### config.mk
export PLATFORM = sky130hd
export DESIGN_NAME = alu_mul_seq
export DESIGN_NICKNAME = d
export VERILOG_FILES = /design/src/rtl/alu_mul_seq.sv
export SDC_FILE = /design/constraint.sdc
export NUM_CORES = 1
export LEC_CHECK = 0
export CAP_MARGIN = 20
export CORE_UTILIZATION = 48
export DETAILED_ROUTE_END_ITERATION = 16
export GPL_ROUTABILITY_DRIVEN = 0
export GPL_TIMING_DRIVEN = 0
export PLACE_DENSITY = 0.8
export SETUP_SLACK_MARGIN = 0.2
export SYNTH_ARGS = -nofsm -noshare
export SYNTH_HDL_FRONTEND = slang
export SYNTH_SLANG_ARGS = --single-unit
### constraint.sdc
create_clock -name clock -period 2.1 [get_ports clock]
set_clock_uncertainty 0.05 [all_clocks]
set_input_delay 0.315 -clock clock [delete_from_list [all_inputs] [get_ports clock]]
set_output_delay 0.315 -clock clock [all_outputs]
set_load 0.03 [all_outputs]
### src/rtl/alu_mul_seq.sv
// alu_mul_seq: sequential unsigned shift-and-add multiplier.
// It borrows the combinational datapath ALU for every addition.
// The product is a[15:0] * b[N_BITS-1:0], exact in 32 bits.
// Optional build macro ALU_MUL_EARLY_EXIT_EN: once the remaining multiplier
// bits are all zero, the loop stops and the partial product is aligned in a
// single FIN step. This makes latency data-dependent; the product is unchanged.

package alu_mul_pkg;
  typedef enum logic [3:0] {
    F_A         = 4'h0,
    F_A_PLUS_B  = 4'h1,
    F_A_MINUS_B = 4'h2,
    F_B         = 4'h3
  } alu_op_t;
endpackage

module alu_mul_seq
  import alu_mul_pkg::*;
#(
  parameter int N_BITS = 16
) (
  input  logic        clock,
  input  logic        reset,
  input  logic        start,
  input  logic [15:0] a,
  input  logic [15:0] b,
  output logic        busy,
  output logic        done,
  output logic [31:0] product,
  output logic        prod_hi_nz,
  output alu_op_t     alu_opcode,
  output logic [15:0] alu_inA,
  output logic [15:0] alu_inB,
  input  logic [15:0] alu_out,
  input  logic [3:0]  alu_cc
);

  localparam int CW = 5;

`ifdef ALU_MUL_EARLY_EXIT_EN
  typedef enum logic [2:0] {IDLE, ADD, SHIFT, FIN, DONE} state_t;
`else
  typedef enum logic [2:0] {IDLE, ADD, SHIFT, DONE} state_t;
`endif

  state_t      state_q, state_d;
  logic [15:0] mcand_q, mcand_d;
  logic [15:0] r_q, r_d;
  logic [15:0] phi_q, phi_d;
  logic [15:0] plo_q, plo_d;
  logic        carry_q, carry_d;
  logic [CW-1:0] count_q, count_d;
  logic [31:0] product_q, product_d;
  logic        hnz_q, hnz_d;

  // Only the carry flag takes part in the multiply.
  logic unused_cc;
  assign unused_cc = ^{alu_cc[3], alu_cc[1:0]};

  // State and datapath registers; reset aborts any operation in flight.
  always_ff @(posedge clock) begin
    if (reset) begin
      state_q   <= IDLE;
      mcand_q   <= '0;
      r_q       <= '0;
      phi_q     <= '0;
      plo_q     <= '0;
      carry_q   <= 1'b0;
      count_q   <= '0;
      product_q <= '0;
      hnz_q     <= 1'b0;
    end else begin
      state_q   <= state_d;
      mcand_q   <= mcand_d;
      r_q       <= r_d;
      phi_q     <= phi_d;
      plo_q     <= plo_d;
      carry_q   <= carry_d;
      count_q   <= count_d;
      product_q <= product_d;
      hnz_q     <= hnz_d;
    end
  end

  // Next-state, datapath update and ALU drive.
  always_comb begin
    state_d    = state_q;
    mcand_d    = mcand_q;
    r_d        = r_q;
    phi_d      = phi_q;
    plo_d      = plo_q;
    carry_d    = carry_q;
    count_d    = count_q;
    product_d  = product_q;
    hnz_d      = hnz_q;
    alu_opcode = F_A;
    alu_inA    = '0;
    alu_inB    = '0;
    case (state_q)
      IDLE: begin
        if (start) begin
          mcand_d = a;
          r_d     = 16'(b[N_BITS-1:0]);
          phi_d   = '0;
          plo_d   = '0;
          carry_d = 1'b0;
          count_d = CW'(N_BITS);
          state_d = ADD;
`ifdef ALU_MUL_EARLY_EXIT_EN
          // Decide the "nothing left to add" exit one state early, so the
          // exit itself costs no cycle.
          if (r_d == '0) state_d = FIN;
`endif
        end
      end
      ADD: begin
        alu_inA    = phi_q;
        alu_inB    = mcand_q;
        alu_opcode = r_q[0] ? F_A_PLUS_B : F_A;
        phi_d      = alu_out;
        carry_d    = r_q[0] & alu_cc[2];
        state_d    = SHIFT;
      end
      SHIFT: begin
        carry_d = 1'b0;
        phi_d   = {carry_q, phi_q[15:1]};
        plo_d   = {phi_q[0], plo_q[15:1]};
        r_d     = r_q >> 1;
        count_d = count_q - 1'b1;
        if (count_q == CW'(1)) begin
          // Load the product on the way into DONE, so it is valid while done is high.
          product_d = {carry_q, phi_q, plo_q[15:1]};
          hnz_d     = (product_d[31:16] != '0);
          state_d   = DONE;
        end else begin
          state_d = ADD;
`ifdef ALU_MUL_EARLY_EXIT_EN
          if (r_q[15:1] == '0) state_d = FIN;
`endif
        end
      end
`ifdef ALU_MUL_EARLY_EXIT_EN
      FIN: begin
        // Carry is already zero here, so the remaining shifts collapse into one.
        {phi_d, plo_d} = {phi_q, plo_q} >> count_q;
        product_d      = {phi_d, plo_d};
        hnz_d          = (product_d[31:16] != '0);
        state_d        = DONE;
      end
`endif
      DONE: state_d = IDLE;
      default: state_d = IDLE;
    endcase
  end

  assign busy       = (state_q != IDLE);
  assign done       = (state_q == DONE);
  assign product    = product_q;
  assign prod_hi_nz = hnz_q;

endmodule
==> After elaboration in Yosys (flattened, before gate mapping) <==
Index checks and enable logic that the tools add are counted.
{ "word_totals": {"input_bits": 55, "out_inout_bits": 71, "regBits": 106, "wordCells": 41} }
{ "classes": {"n_eq_ne": 5, "reduce_logical": 9, "muxes": 16, "n_bitwise": 1, "n_addsub": 1} }
{ "ops": {"columns": ["op", "n"], "rows": [
  ["16-bit 2-to-1 mux", 4],
  ["16-bit one-hot mux with 2 select lines", 2],
  ["16-bit one-hot mux with 3 select lines", 1],
  ["16-bit nonzero test", 1],
  ["5-bit one-hot mux with 2 select lines", 1],
  ["3-bit one-hot mux with 3 select lines", 1],
  ["2-bit AND reduction", 4],
  ["3-bit by 2-bit equality test with 1-bit output (second input constant)", 2],
  ["3-bit nonzero test", 2],
  ["5-bit by 1-bit equality test with 1-bit output (second input constant)", 1],
  ["5-bit 2-to-1 mux", 1],
  ["5-bit by 1-bit subtractor with 5-bit output (second input constant)", 1],
  ["3-bit by 1-bit equality test with 1-bit output (second input constant)", 1],
  ["3-bit zero test", 1],
  ["1-bit 2-to-1 mux", 3],
  ["3-bit 2-to-1 mux", 1],
  ["1-bit one-hot mux with 3 select lines", 1],
  ["2-bit 2-to-1 mux", 1],
  ["2-bit inequality test (second input constant)", 1],
  ["2-bit nonzero test", 1],
  ["1-bit bitwise AND", 1]
]} }

==> Longest topological paths before layout <==
{ "logic_depth": {"word_depth": 3, "ltp_mapped": 9, "ltp_nobuf": 6} }

==> Worst setup path before layout <==
OpenSTA, ideal clock, no wires.
{ "synth_path": {"path_kind": "register -> register", "start": "reg state_q[0]", "end": "reg carry_q", "t_arrival_ns": 1.667, "setup_ns": 0.136, "slack_ns": 0.247, "n_path_buf": 3, "stages_incl_launch_ff": 10, "period_less_slack_ns": 1.853, "path_cell_list": "dfxtp_1 > inv_1 > ha_1 > and2b_1 > buf_6 > or2_1 > buf_6 > buf_8 > nand2_1 > a21oi_2"} }
{ "synth_between": {"elab_chain_len": 3, "elab_cells_between_ends": 7, "classes_between": "3 x eq/ne; 1 x mux; 3 x reduce/logical"} }
{ "synth_lines": {"columns": ["item", "line_no", "text"], "rows": [
  ["start: declaration", "46", "state_t state_q, state_d;"],
  ["start signal: assignment", "73", "state_q <= state_d;"],
  ["3-bit by 2-bit equality test with 1-bit output (tied with other cells)", "99", "case (state_q)"],
  ["3-bit nonzero test (no line) / 2-bit inequality test (equally long branches)", null, null],
  ["2-bit AND reduction (no line)", null, null],
  ["end signal: assignment", "78", "carry_q <= carry_d;"],
  ["end: declaration", "51", "logic carry_q, carry_d;"]
]} }
Several ways; a longest one is shown, not always the timed one.
A chain may end at the register's enable or synchronous reset.

==> Final worst setup path <==
{ "layout_path": {"start": "reg state_q[1]", "end": "out alu_inA[14]"} }
{ "layout_between": {"elab_chain_len": 2} }
{ "layout_lines": {"columns": ["item", "line_no", "text"], "rows": [
  ["3-bit by 1-bit equality test with 1-bit output", "99", null],
  ["16-bit 2-to-1 mux", "99", null],
  ["end: declaration", "32", "output logic [15:0] alu_inA,"]
]} }
Every way passes these cells.

==> impl_metrics.py <==
metrics = {
    "cts": {
        "cts_tree": "done",
        "cts_buffers": 9,
        "ctsHoldBuffers": 0,
        "cts_buffer_depth": 2,
        "clockRootBuffer": "clkbuf_8",
        "worstSkewPairLatency_ps": 370,
        "clock_sinks": 104,
        "clkTransAtPathRegs_ps": 90,
        "htree_levels": 3,
    },
    "die": {
        "dieHeight_um": 99.3,
        "rows": 35,
        "start_util_pct": 49.4,
        "io_pins": 126,
        "core_mm2": 0.00920,
        "fp.dieW_um": 99.3,
        "dieArea_mm2": 0.00986,
    },
    "layout": {
        "antenna_cells": 0,
        "area_growth_syn_to_layout_pct": 45.8,
        "drive_gt1_share_pct": 24.1,
        "final_area_mm2": 0.00662,
        "nNetsFinal": 764,
        "final_cells": 816,
        "final_common_cell": "nand2_1",
        "final_core_util_pct": 72.0,
        "mostFrequentLayoutCells": "nand2_1 (119), dfxtp_1 (102), clkdlybuf4s50_1 (83)",
    },
    "power_and_ir_drop": {
        "pwr-share-seq_pct": 49.2,
        "comb_power_share_pct": 19.2,
        "power.share.clock_pct": 31.6,
        "switching_share_pct": 27.3,
        "power_mw": 4.26,
        "peakVddDrop_uv": 397,
        "leakage_nw": 2.51,
        "p_int_mw": 3.10,
        "powerDensity_mw_per_mm2": 644,
        "switchingPower_mw": 1.16,
    },
    "timing": {
        "min_period_over_period_pct": 93.1,
        "worst_hold_slack_ps": 410,
        "fin_crit_ps": 1950,
        "slew_violations": 0,
        "hold_violations": 0,
        "rsz0062_at_grt": "true",
        "worstMarginPinSlew_ps": 666,
        "finalSetupViolCount": 0,
        "relSlewSlack_pct": 55.6,
        "tns_ps": 0,
        "finalWorstSetupSlack_ps": 146,
        "fmax_mhz": 512,
    },
    "placed_design": {
        "placed_area_mm2": 0.00587,
        "dpl.hpwl_um": 8960,
        "io_buffers": 118,
        "place_ws_ps": -596,
        "dp_cells": 784,
    },
    "worst_hold_path": {
        "min_path_type": "reg2reg",
    },
    "route": {
        "totalWireLength_um": 13100,
        "drc": 0,
        "ant_nets": 0,
        "routedWlPerCell_um": 16.1,
        "first_pass_iters": 5,
        "vias": 4504,
        "vias_per_cell": 5.52,
        "first_iter_violations": 229,
    },
    "job": {
        "cap_violations": 0,
    },
    "global_routing": {
        "met1_usage_pct": 31.9,
        "busiest_layer": "met2",
        "antenna_found_initial": 0,
        "met2_usage_pct": 43.7,
        "grt_max_degree": 17,
        "use_met3_pct": 4.64,
        "grt_pass1_wl_um": 19900,
        "grt_pass1_vias": 4218,
        "grt-ovfl-total": 0,
        "grt_usage_pct": 25.2,
    },
    "setup_path": {
        "end_kind": "output pin",
        "critPathLaunchType": "flop",
        "arrival_ps": 1590,
        "crit_required_ps": 1740,
        "setup.worst_path.class": "reg2out",
        "cp_max_fo": 5,
    },
    "synth": {
        "yosysSeqAreaShare_pct": 45.8,
        "ys_ff_latch": 104,
        "synth_cells": 553,
        "avgSynthCellArea_um2": 8.21,
        "synth_area_mm2": 0.00454,
        "synth.distinct_cells": 36,
        "yosysWarnings": 0,
    },
    "outcome": {
        "status": "completed",
    },
}
-- layout make-up --
| class | count | area, um2 |
|---|---|---|
| Fill cell | 671 | 2580 |
| Multi-Input combinational cell | 396 | 2390 |
| Sequential cell | 104 | 2090 |
| Timing Repair Buffer | 135 | 1410 |
| Buffer | 48 | 348 |
| Tap cell | 111 | 139 |
| Clock buffer | 10 | 128 |
| Clock inverter | 5 | 81.3 |
| Inverter | 7 | 35.0 |
-- repair_timing --
action,4_1_cts,5_1_grt
resized for setup,229,106
buffers inserted,2,10
setup endpoints to repair,81,121
pin swaps,0,21
cloned,0,5
-- metal layers --
layer / vias up / routed length (um)
li1: 2155 / -
met2: 190 / 6530
met3: 18 / 817
met5: - / 0
met1: 2141 / 5560
met4: 0 / 199
-- synth_stat cells --
cell	n	share of area, %
nor2_4	1	0.25
nor4_1	4	0.55
nor2b_1	1	0.14
nor4b_2	1	0.33
ha_1	8	2.2
or2_1	1	0.14
dfxtp_1	104	46
clkbuf_1	24	2.0
and2b_1	1	0.17
buf_4	4	0.66
a32oi_1	1	0.19
nand2_2	10	1.4
a22o_1	16	3.1
nand4_1	2	0.28
nand3_1	33	3.6
buf_1	3	0.25
o21ai_0	2	0.22
buf_8	1	0.33
nand2_1	124	10
o221a_2	1	0.25
buf_6	5	1.2
nor2_1	22	1.8
nor3_1	4	0.44
conb_1	1	0.083
nand2b_1	1	0.14
or3_1	2	0.28
inv_2	1	0.083
a21oi_1	79	8.7
a21oi_2	11	2.1
o21ai_4	1	0.36
nor3b_1	1	0.17
mux2i_1	15	3.3
a211oi_1	15	2.5
and2_1	36	5.0
inv_1	6	0.50
buf_2	11	1.2
-- flip-flops by register name, indices dropped and copies added (netlist names) --
| register | flops |
|---|---|
| carry_q | 1 |
| count_q | 5 |
| mcand_q | 16 |
| phi_q | 16 |
| plo_q | 15 |
| prod_hi_nz | 1 |
| product | 32 |
| r_q | 16 |
| state_q | 2 |
-- power by group through the flow --
stage | clock (mW) | sequential [mW] | combinational [mW]
6_report | 1.35 | 2.10 | 0.820
3_5_place_dp | 0 | 2.14 | 0.618
2_1_floorplan | 0 | 2.12 | 0.396
3_3_place_gp | 0 | 2.13 | 0.601
5_1_grt | 1.44 | 2.11 | 0.875
4_1_cts | 1.34 | 2.09 | 0.643
-- path summary, 6_finish.rpt --
check / start / end / slack (ps) / cells past startpoint
worst min register to register: product[19]$_SDFFE_PP0P_ / product[19]$_SDFFE_PP0P_ / 410 / 2
worst min-delay path: product[19]$_SDFFE_PP0P_ / product[19]$_SDFFE_PP0P_ / 410 / 2
worst max-delay path: state_q[1]$_SDFFE_PP0P_ / alu_inA[14] / 150 / 6
worst max register to register: state_q[0]$_SDFFE_PP0P_ / carry_q$_SDFFE_PP0P_ / 190 / 9
-- critical path, cell delays in order, from the launching register on --
cell     delay [ps]
dfxtp_4         390
inv_4            40
ha_4            180
buf_12          150
buf_6           120
and2_1          170
buf_4           170
-- logic make-up (layout without fill, tap and decap cells) --
kind of cell	after synthesis	after routing	synth area share (%)
simple gates	244	244	24.9
compound gates	126	126	17.4
flops	104	104	45.8
buf+inv	55	205	6.25
mux	15	15	3.31
fa+ha+maj	8	8	2.20
other cells	1	3	0.0826
(Power assumes the default switching activity.)
